**src/rtl/player_pkg.sv**
```systemverilog
// Shared types and default parameters for the player life/respawn sequencer.
package player_pkg;

    typedef enum logic [2:0] {
        IDLE,
        ALIVE,
        HIT_BLINK,
        RESPAWN,
        DEAD
    } plyr_state_t;

    localparam int DEF_INIT_LIVES    = 3;
    localparam int DEF_BLINK_TICKS   = 8;
    localparam int DEF_RESPAWN_TICKS = 2;

    localparam logic [7:0] PLAYER_COLOR = 8'h5c;

endpackage

```
**src/rtl/rise_edge_det.sv**
```systemverilog
// Registered rising-edge detector; rise is high for the first cycle that in is high.
module rise_edge_det
    import player_pkg::*;
(
    input  logic clk,
    input  logic resetN,
    input  logic in,
    output logic rise
);

    logic in_d;

    always_ff @(posedge clk or negedge resetN) begin
        if (!resetN) begin
            in_d <= 1'b0;
        end else begin
            in_d <= in;
        end
    end

    assign rise = in & ~in_d;

endmodule

```
**src/rtl/player_life_ctrl.sv**
```systemverilog
// Player life/respawn sequencer: owns the lives count and drives visibility,
// movement and invulnerability gates through hit-blink-respawn cycles.
//
//   state     | meaning
//   IDLE      | menu, all gates closed, lives parked at INIT_LIVES
//   ALIVE     | normal play, player solid and vulnerable
//   HIT_BLINK | just hit, frozen, blinking on cnt[0], counting ticks
//   RESPAWN   | recentred, can move, still invulnerable for a few ticks
//   DEAD      | last life lost, gameOver held until playGame drops
module player_life_ctrl
    import player_pkg::*;
#(
    parameter int INIT_LIVES    = DEF_INIT_LIVES,
    parameter int LIVES_W       = 3,
    parameter int BLINK_TICKS   = DEF_BLINK_TICKS,
    parameter int RESPAWN_TICKS = DEF_RESPAWN_TICKS
) (
    input  logic               clk,
    input  logic               resetN,
    input  logic               playGame,
    input  logic               tick,
    input  logic               playerHit,
    input  logic               extraLife,
    output logic [LIVES_W-1:0] lives,
    output logic               playerVisible,
    output logic               moveEnable,
    output logic               invulnerable,
    output logic               respawnPulse,
    output logic               gameOver
);

    localparam int CNT_MAX = (BLINK_TICKS > RESPAWN_TICKS) ? BLINK_TICKS : RESPAWN_TICKS;
    localparam int CNT_W   = $clog2(CNT_MAX + 1);

    localparam logic [CNT_W-1:0]   CNT_ONE      = CNT_W'(1);
    localparam logic [CNT_W-1:0]   BLINK_LOAD   = CNT_W'(BLINK_TICKS);
    localparam logic [CNT_W-1:0]   RESPAWN_LOAD = CNT_W'(RESPAWN_TICKS);
    localparam logic [LIVES_W-1:0] LIVES_INIT   = LIVES_W'(INIT_LIVES);
    localparam logic [LIVES_W-1:0] LIVES_MAX    = '1;
    localparam logic [LIVES_W-1:0] LIVES_ONE    = LIVES_W'(1);

    plyr_state_t        state;
    logic [CNT_W-1:0]   cnt;
    logic               tick_rise;
    logic [LIVES_W-1:0] lives_inc;
    logic [LIVES_W-1:0] hit_lives;

    rise_edge_det u_tick_edge (
        .clk    (clk),
        .resetN (resetN),
        .in     (tick),
        .rise   (tick_rise)
    );

    assign lives_inc = (lives == LIVES_MAX) ? lives : lives + LIVES_ONE;
    // ALIVE always holds lives >= 1, so a hit with a bonus nets out to no change.
    assign hit_lives = extraLife ? lives : lives - LIVES_ONE;

    always_ff @(posedge clk or negedge resetN) begin
        if (!resetN) begin
            state        <= IDLE;
            lives        <= LIVES_INIT;
            cnt          <= '0;
            respawnPulse <= 1'b0;
        end else begin
            respawnPulse <= 1'b0;
            if (!playGame) begin
                state <= IDLE;
                lives <= LIVES_INIT;
                cnt   <= '0;
            end else begin
                case (state)
                    IDLE: begin
                        state <= ALIVE;
                        lives <= LIVES_INIT;
                        cnt   <= '0;
                    end
                    ALIVE: begin
                        if (playerHit) begin
                            if (hit_lives == '0) begin
                                state <= DEAD;
                                lives <= '0;
                            end else begin
                                state <= HIT_BLINK;
                                lives <= hit_lives;
                                cnt   <= BLINK_LOAD;
                            end
                        end else if (extraLife) begin
                            lives <= lives_inc;
                        end
                    end
                    HIT_BLINK: begin
                        if (extraLife) begin
                            lives <= lives_inc;
                        end
                        if (tick_rise) begin
                            if (cnt == CNT_ONE) begin
                                state        <= RESPAWN;
                                cnt          <= RESPAWN_LOAD;
                                respawnPulse <= 1'b1;
                            end else begin
                                cnt <= cnt - CNT_ONE;
                            end
                        end
                    end
                    RESPAWN: begin
                        if (extraLife) begin
                            lives <= lives_inc;
                        end
                        if (tick_rise) begin
                            if (cnt == CNT_ONE) begin
                                state <= ALIVE;
                                cnt   <= '0;
                            end else begin
                                cnt <= cnt - CNT_ONE;
                            end
                        end
                    end
                    DEAD: begin
                        lives <= '0;
                        cnt   <= '0;
                    end
                    default: begin
                        state <= IDLE;
                        lives <= LIVES_INIT;
                        cnt   <= '0;
                    end
                endcase
            end
        end
    end

    always_comb begin
        playerVisible = 1'b0;
        moveEnable    = 1'b0;
        invulnerable  = 1'b0;
        gameOver      = 1'b0;
        case (state)
            ALIVE: begin
                playerVisible = 1'b1;
                moveEnable    = 1'b1;
            end
            HIT_BLINK: begin
                playerVisible = ~cnt[0];
                invulnerable  = 1'b1;
            end
            RESPAWN: begin
                playerVisible = 1'b1;
                moveEnable    = 1'b1;
                invulnerable  = 1'b1;
            end
            DEAD: begin
                invulnerable = 1'b1;
                gameOver     = 1'b1;
            end
            default: begin
                playerVisible = 1'b0;
            end
        endcase
    end

endmodule
```
**config.mk**
```make
export PLATFORM = sky130hd
export DESIGN_NAME = player_life_ctrl
export DESIGN_NICKNAME = d
export VERILOG_FILES = /design/src/rtl/player_pkg.sv /design/src/rtl/rise_edge_det.sv /design/src/rtl/player_life_ctrl.sv
export SDC_FILE = /design/constraint.sdc
export NUM_CORES = 1
export LEC_CHECK = 0
export BUFFER_PORTS_ARGS = -buffer_cell sky130_fd_sc_hd__buf_2
export CORE_MARGIN = 4
export CORE_UTILIZATION = 45
export DETAILED_ROUTE_END_ITERATION = 7
export PLACE_DENSITY = 0.7
export SYNTH_ARGS = -nofsm -noshare
export SYNTH_HDL_FRONTEND = slang
export SYNTH_SLANG_ARGS = --single-unit
export TNS_END_PERCENT = 5
```
**constraint.sdc**
```tcl
create_clock -name clk -period 1.6 [get_ports clk]
set_clock_uncertainty 0.1 [all_clocks]
set_input_delay 0.24 -clock clk [delete_from_list [all_inputs] [get_ports clk]]
set_output_delay 0.24 -clock clk [all_outputs]
set_load 0.01 [all_outputs]
```
# Word level (Yosys, flattened, before mapping)
# Index checks and enable logic that the tools add are counted.
# totals
register_bits,12
inputBits,6
output_inout_bits,8
elab_cells,62
# classes
n_addsub,3
n_eq_ne,13
n_mux,31
n_bitwise,3
n_reduce_logical,7
# op_table
cell,n
two-way mux 3 bit,13
two-way mux 4 bit,7
"!= test 3 bit, second input constant",6
case mux 3 bit (5 select lines),1
case mux 4 bit (3 select lines),1
case mux 3 bit (3 select lines),1
two-way mux 1 bit,7
"== test 3 x 2 -> 1 bit, second input constant",2
"== test 3 bit, second input constant",2
logical NOT 3 bit,2
AND reduction 6 bit,1
"== test 4 x 1 -> 1 bit, second input constant",1
AND reduction 4 bit,1
OR reduction 2 bit,2
"subtractor 4 x 1 -> 4 bit, second input constant",1
"adder 3 x 1 -> 3 bit, second input constant",1
"== test 3 x 1 -> 1 bit, second input constant",1
OR reduction 3 bit,1
"subtractor 3 x 1 -> 3 bit, second input constant",1
"!= test 2 bit, second input constant",1
NOT 1 bit,2
case mux 1 bit (2 select lines),1
bitwise AND 1 bit,1

# Logic depth before layout (Yosys ltp)
# Gate-level depths: netlist of run 1.
# depth
ltp_word,7
mapped_depth,6
depth_no_buf,6

# Hierarchy
# Synthesis of run 1 repeated with hierarchy kept, for this count alone.
# unflattened
hier_cells,107
area_unflattened_um2,920.9
# by_module_without_submodules
mod,n_inst,cells_per_inst,area_per_inst_um2,seq_area_each_um2
player_life_ctrl,1,105,882.1,277.8
rise_edge_det,1,2,38.8,25.0

# Worst setup path before layout of run 1
# No wires, ideal clock.
# synth_timing
path_type,reg2reg
startpoint,register lives[0]
endpoint,register cnt[1]
setup_time_ps,133
t_arrival_ps,1480
required_time_ps,1367
setup_slack_ps,-113
stages_incl_launch_ff,7
path_buffers,0
period_less_slack_ps,1713
cell_sequence,dfstp_2 > inv_1 > ha_1 > xor2_1 > o211ai_2 > a21oi_2 > o32ai_2
# synth_between
elab_chain_len,5
# synth_rtl
item,line_no,text
from (decl),player_life_ctrl.sv:24,"output logic [LIVES_W-1:0] lives,"
from (signal assigned),player_life_ctrl.sv:85,lives <= hit_lives;
from (signal assigned),player_life_ctrl.sv:89,lives <= lives_inc;
from (signal assigned),player_life_ctrl.sv:94,lives <= lives_inc;
subtractor 3 x 1 -> 3 bit,player_life_ctrl.sv:57,assign hit_lives = extraLife ? lives : lives - LIVES_ONE;
two-way mux 3 bit *,player_life_ctrl.sv:57,
logical NOT 3 bit *,player_life_ctrl.sv:80,if (hit_lives == '0) begin
!= test 3 bit (no source line) *,-,
AND reduction 4 bit (no source line) *,-,
to (signal assigned),player_life_ctrl.sv:102,cnt <= cnt - CNT_ONE;
to (signal assigned),player_life_ctrl.sv:115,cnt <= cnt - CNT_ONE;
to (decl),player_life_ctrl.sv:43,logic [CNT_W-1:0] cnt;
# Every way passes the cells marked *; elsewhere a longest branch is shown, timed or not.
# A chain may end at the register's enable or synchronous reset.

# Worst setup path in the final report of run 1
# layout_timing
startpoint,register lives[0]
endpoint,register cnt[3]
# Same word-level chain as after synthesis.

==> results of run 1 <==
area by class of cell:
| cell class | instances | area (um^2) | area share |
|---|---|---|---|
| tap | 25 | 31.3 | 0.0260 |
| inverter | 7 | 26.3 | 0.0218 |
| clock buffer | 4 | 36.3 | 0.0301 |
| timing repair buffer | 33 | 224 | 0.186 |
| multi-input combinational | 74 | 581 | 0.482 |
| sequential | 12 | 307 | 0.254 |
timing repair:
action / CTS / global route
setup buffers: 6 / 0
endpoints found under the hold margin: 13 / 0
gates resized for setup: 9 / 4
setup endpoints to repair: 7 / 10
pin swaps: 5 / 2
hold buffers: 2 / 0
final timing paths:
| path | from | end | depth (start not counted) |
|---|---|---|---|
| hold / removal | playGame | lives[2]$_DFF_PN0_ | 3 |
| min in group asynchronous | resetN | lives[2]$_DFF_PN0_ | 2 |
| setup reg to reg | lives[0]$_DFF_PN1_ | cnt[3]$_DFFE_PN0P_ | 5 |
| max in group asynchronous | resetN | lives[1]$_DFF_PN1_ | 2 |
| hold reg to reg | state[1]$_DFFE_PN0P_ | state[2]$_DFFE_PN0P_ | 1 |
| setup / recovery | lives[0]$_DFF_PN1_ | cnt[3]$_DFFE_PN0P_ | 5 |
through the flow:
stage          utilization  setup TNS [ns]  power [W]
3_5_place_dp         0.592          -0.164   0.000704
3_3_place_gp         0.592         -0.0410   0.000692
6_report             0.676          -0.304    0.00102
2_1_floorplan            -         -0.0595   0.000572
5_1_grt              0.676          -0.766    0.00108
4_1_cts              0.665          -0.167   0.000999
routing by layer:
metal | up-vias | wire length, um | GRT usage
met3 | 8 | 46 | 0.0287
li1 | 423 | - | -
met4 | 0 | 59 | 0.114
met1 | 396 | 1090 | 0.248
met5 | - | 0 | 0
met2 | 18 | 1110 | 0.328
worst min-delay path, cell delays in order:
cell and delay, ns:
buf_2 0.15, nand2_1 0.09, a31oi_1 0.04
kinds of logic (layout without fill, tap and decap cells):
family,after synthesis,in the layout,synth area share
simple gates,36,36,0.266
compound gates,32,32,0.266
flops,12,12,0.349
buf+inv,9,44,0.0419
fa+ha+maj,4,4,0.0577
xor+xnor,2,2,0.0202
synthesized netlist by cell type (2+ instances only):
cell type / count / share of area
nand2b_1: 3 / 0.022
nor2_1: 6 / 0.026
buf_2: 2 / 0.012
a21oi_1: 6 / 0.035
a211oi_1: 4 / 0.035
inv_1: 7 / 0.030
dfrtp_1: 10 / 0.29
nand2_1: 5 / 0.022
and2_1: 2 / 0.014
nor3_1: 3 / 0.017
nand3_1: 2 / 0.012
and3_1: 2 / 0.014
nor2b_1: 4 / 0.029
a31oi_1: 2 / 0.014
o21ai_0: 7 / 0.040
o22ai_1: 2 / 0.014
dfstp_2: 2 / 0.061
ha_1: 4 / 0.058
flip-flops by register name, indices dropped and copies added (netlist names):
name	count
cnt	4
u_tick_edge.in_d	1
respawnPulse	1
state	3
lives	3
power groups by stage:
stage / Clock [W] / Combinational (W) / Sequential, W
finish: 0.000246 / 0.000400 / 0.000370
global route: 0.000267 / 0.000441 / 0.000375
CTS: 0.000248 / 0.000382 / 0.000369
detailed placement: 0 / 0.000328 / 0.000376
global placement: 0 / 0.000318 / 0.000374
floorplan: 0 / 0.000197 / 0.000374
==> metrics.csv, run 1 <==
stage,metric,value,unit
outcome,status,"finished, violations left",
outcome,violations,setup timing,
global_routing,grt_max_degree,13,
timing,period_share,1.05,
critical_path,crit_buf_inv,1,
power_and_ir_drop,peakVddDrop,0.498,mV
placed_design,place_ws,-0.0612,ns
power_and_ir_drop,pwr_density_cell,844,mW/mm^2
yosys,synth-edff-count,0,
placed_design,postPlaceCellArea,0.00106,mm^2
die,chipWidth,51.9,um
yosys,synth.distinct_cells,40,
power_and_ir_drop,internal_power,0.000671,W
flow_run,maxCapViolCount,0,
finish,final_cell_mix,"buf_4 (17), buf_2 (13), dfrtp_1 (7)",
clock_tree,htree_levels,1,
clock_tree,clk_latency,0.27,ns
timing,fmax,594,MHz
route,drt_iter0_drc,15,
global_routing,grt_pass1_vias,905,
clock_tree,cts_tree,yes,
timing,relSlewSlack,0.794,
yosys,synth_fp_nets,105,
timing,finalMaxSlewViolations,0,
power_and_ir_drop,cellLeakagePower,0.547,nW
finish,nets,141,
critical_path,crit_family,simple AND/OR/NAND/NOR gates,
critical_path,r2r_slack,-0.08,ns
placed_design,dp_hpwl,1620,um
critical_path,crit_arrival,1.75,ns
finish,final-instance-count-excl-fill,155,
clock_tree,clockRootBuffer,clkbuf_4,
global_routing,antenna_found_initial,0,
global_routing,grt_pass1_wl,3950,um
power_and_ir_drop,seqPwrFrac,0.364,
die,coreArea,0.00178,mm^2
critical_path,required,1.66,ns
clock_tree,path_clk_slew,0.08,ns
yosys,ys_ff_latch,12,
die,start_util,0.486,
critical_path,critPathKind,flip-flop to flip-flop,
critical_path,worst-path-max-fanout,4,
die,ios,14,
placed_design,dp.cells,143,
route,antenna_left,0,
global_routing,grtUsageTotal,0.200,
finish,diodes,0,
timing,hold_violations,0,
critical_path,crit_path_end_kind,flip-flop,
clock_tree,clock-sinks,12,
finish,fillers,158,
route,vias,845,
route,wl,2300,um
finish,final_common_cell,buf_4,
clock_tree,cts_buffers,3,
power_and_ir_drop,switching_power,0.000346,W
critical_path,cpPeakStageDelay,0.55,ns
die,rows,15,
yosys,synth_top_flop_cell,dfrtp_1,
timing,layout_min_cycle_time,1.68,ns
yosys,async_reset_ff_frac,1.00,
power_and_ir_drop,sw_frac_of_total,0.340,
yosys,synth_area,867,um^2
critical_path,cp-start-kind,flip-flop,
power_and_ir_drop,pwr-share-clk,0.242,
placed_design,io_buffer_count,13,
die,dieArea,0.00269,mm^2
global_routing,grt_overflow,0,
yosys,seq_area_frac_synth,0.349,
finish,drive_above_1_share,0.446,
finish,postLayoutCellArea,0.00120,mm^2
timing,rsz0062_at_grt,true,
route,first_pass_iters,4,
timing,setup_ws,-0.0828,ns
finish,synthToLayoutAreaGrowth,39.0,%
route,drc,0,
yosys,yosys_warnings,0,
yosys,syn_area_per_cell,9.13,um^2
hold_path,hold_path.class,input port to flip-flop,
clock_tree,clockBufferDepth,2,
critical_path,crit_slowest_cell,or4b_4,
critical_path,path_cells,buf_4 -> or4b_4 -> o211ai_2 -> a21oi_2 -> a2bb2oi_2,
route,viasPerCell,5.45,
power_and_ir_drop,pwr-share-comb,0.394,
timing,worst_pin_slew,0.307,ns
yosys,netlist_instances,95,
placed_design,place_congestion,0.815,
route,wl_per_cell,14.8,um
timing,setup_violations,5,
timing,holdWs,0.182,ns
die,die_h,51.9,um
Power figures use the tool's default switching activity.
==> inputs of run 2 (changes only) <==
Settings changed: MAX_ROUTING_LAYER set to met4, PLACE_DENSITY 0.7 to 0.68.
Clock period 1.6 ns to 2 ns, I/O delays scaled along.
==> run 2 against run 1 <==
Against the previous run:
- the run now ends clean
- sequential share of layout area is 4.9 points higher
- fmax is 7.4% lower
- clock power is 33% lower
- core utilization is 12 points lower
- critical endpoint unchanged
- largest cell class unchanged
- cell count is 12% lower
==> metrics.csv, run 2 (same netlist as run 1, synthesis figures left out) <==
stage,metric,value,unit
outcome,status,"complete, no violations",
clock_tree,clockRootBuffer,clkbuf_4,
finish,largest-register,cnt,
finish,reg_top3,"cnt: 4 flops, lives: 3 flops, state: 3 flops",
timing,relSlewSlack,0.767,
timing,setup-tns-final,0,ns
hold_path,hold_path.class,input port to flip-flop,
timing,rsz0062_at_grt,false,
placed_design,io_buffer_count,13,
critical_path,r2r-end,cnt[3]$_DFFE_PN0P_,
global_routing,antenna_found_initial,0,
route,viasPerCell,5.66,
placed_design,place_congestion,0.793,
route,vias,776,
die,start_util,0.486,
power_and_ir_drop,peakVddDrop,0.380,mV
placed_design,dp_hpwl,1420,um
power_and_ir_drop,cellLeakagePower,0.458,nW
global_routing,grt_overflow,0,
clock_tree,path_clk_slew,0.08,ns
power_and_ir_drop,pwr_density_cell,679,mW/mm^2
critical_path,r2r_slack,0.18,ns
clock_tree,clk_latency,0.28,ns
clock_tree,clock-sinks,12,
critical_path,cp-start-kind,flip-flop,
die,dieArea,0.00269,mm^2
route,wl,1920,um
timing,period_share,0.909,
timing,hold_violations,0,
clock_tree,clockBufferDepth,2,
die,ios,14,
route,first_pass_iters,4,
hold_path,hold_start,tick,
die,chipWidth,51.9,um
die,rows,15,
critical_path,rr_worst_depth,6,
global_routing,grt_max_degree,14,
critical_path,required,2.11,ns
route,antenna_left,0,
critical_path,critPathKind,flip-flop to flip-flop,
timing,worst_pin_slew,0.349,ns
critical_path,crit_arrival,1.93,ns
finish,diodes,0,
timing,setup_violations,0,
finish,nets,123,
finish,drive_above_1_share,0.250,
hold_path,whs_endpoint,u_tick_edge.in_d$_DFF_PN0_,
finish,final_cell_mix,"buf_2 (13), dfrtp_1 (10), inv_1 (7), o21ai_0 (7)",
finish,synthToLayoutAreaGrowth,15.0,%
hold_path,holdPathStages,1,
route,wl_per_cell,14.0,um
die,coreArea,0.00178,mm^2
critical_path,r2r-start,lives[0]$_DFF_PN1_,
timing,holdWs,0.0502,ns
clock_tree,cts_tree,yes,
clock_tree,cts_buffers,3,
die,die_h,51.9,um
flow_run,maxCapViolCount,0,
finish,final_common_cell,buf_2,
clock_tree,htree_levels,1,
timing,layout_min_cycle_time,1.82,ns
global_routing,grtUsageTotal,0.173,
clock_tree,post_cts_buffers,0,
critical_path,crit_path_end_kind,flip-flop,
global_routing,grt_pass1_wl,3260,um
global_routing,grt_pass1_vias,660,
timing,fmax,550,MHz
route,drc,0,
route,drt_iter0_drc,9,
critical_path,worst-path-max-fanout,5,
finish,largest_reg_flops,4,
timing,finalMaxSlewViolations,0,
run 2: power breakdown:
part	switching [W]	internal, W	leakage [nW]
logic	0.000117	0.0000897	0.288
clock network	0.0000882	0.0000775	0.0150
registers	0.0000368	0.000268	0.155
total	0.000242	0.000435	0.458
run 2: worst max-delay path by stage:
stage,startpoint,to
floorplan,lives[0]$_DFF_PN1_,cnt[1]$_DFFE_PN0P_
global placement,lives[0]$_DFF_PN1_,cnt[1]$_DFFE_PN0P_
detailed placement,lives[0]$_DFF_PN1_,cnt[3]$_DFFE_PN0P_
CTS,lives[0]$_DFF_PN1_,cnt[3]$_DFFE_PN0P_
global route,state[0]$_DFFE_PN0P_,invulnerable
finish,lives[0]$_DFF_PN1_,cnt[3]$_DFFE_PN0P_
run 2: metal layers:
layer	part of all wire	global-route usage	vias up	routed length [um]
met5	0	-	-	0
met4	0.019	0.0917	0	37
met3	0.046	0.0516	5	88
met2	0.43	0.228	20	822
met1	0.51	0.234	367	969
li1	-	-	384	-
run 2: final cells by class:
type / count / area, um^2
timing repair buffer: 15 / 82.6
fill: 161 / 786
multi-input combinational: 74 / 528
clock buffer: 4 / 26.3
sequential: 12 / 303
inverter: 7 / 26.3
tap: 25 / 31.3
run 2: critical path, cell delays in order, from the launching register on:
cell       delay, ns
dfstp_2         0.57
inv_1           0.08
ha_1            0.24
xor2_1          0.21
o211ai_2        0.14
a21oi_2         0.24
a2bb2oi_1       0.17
run 2: repair_timing:
item	4_1_cts	5_1_grt
resized for setup	0	0
hold buffers	1	0
endpoints found under the hold margin	10	0
run 2: through the flow:
stage / area [um^2] / setup WS (ns) / std cells / util / total power (W)
CTS: 997 / 0.177 / 137 / 0.559 / 0.000677
global route: 997 / 0.0660 / 137 / 0.559 / 0.000723
detailed placement: 961 / 0.195 / 132 / 0.539 / 0.000513
global placement: 961 / 0.230 / 132 / 0.539 / 0.000509
finish: 997 / 0.182 / 137 / 0.559 / 0.000677
floorplan: 867 / 0.287 / 95 / - / 0.000449
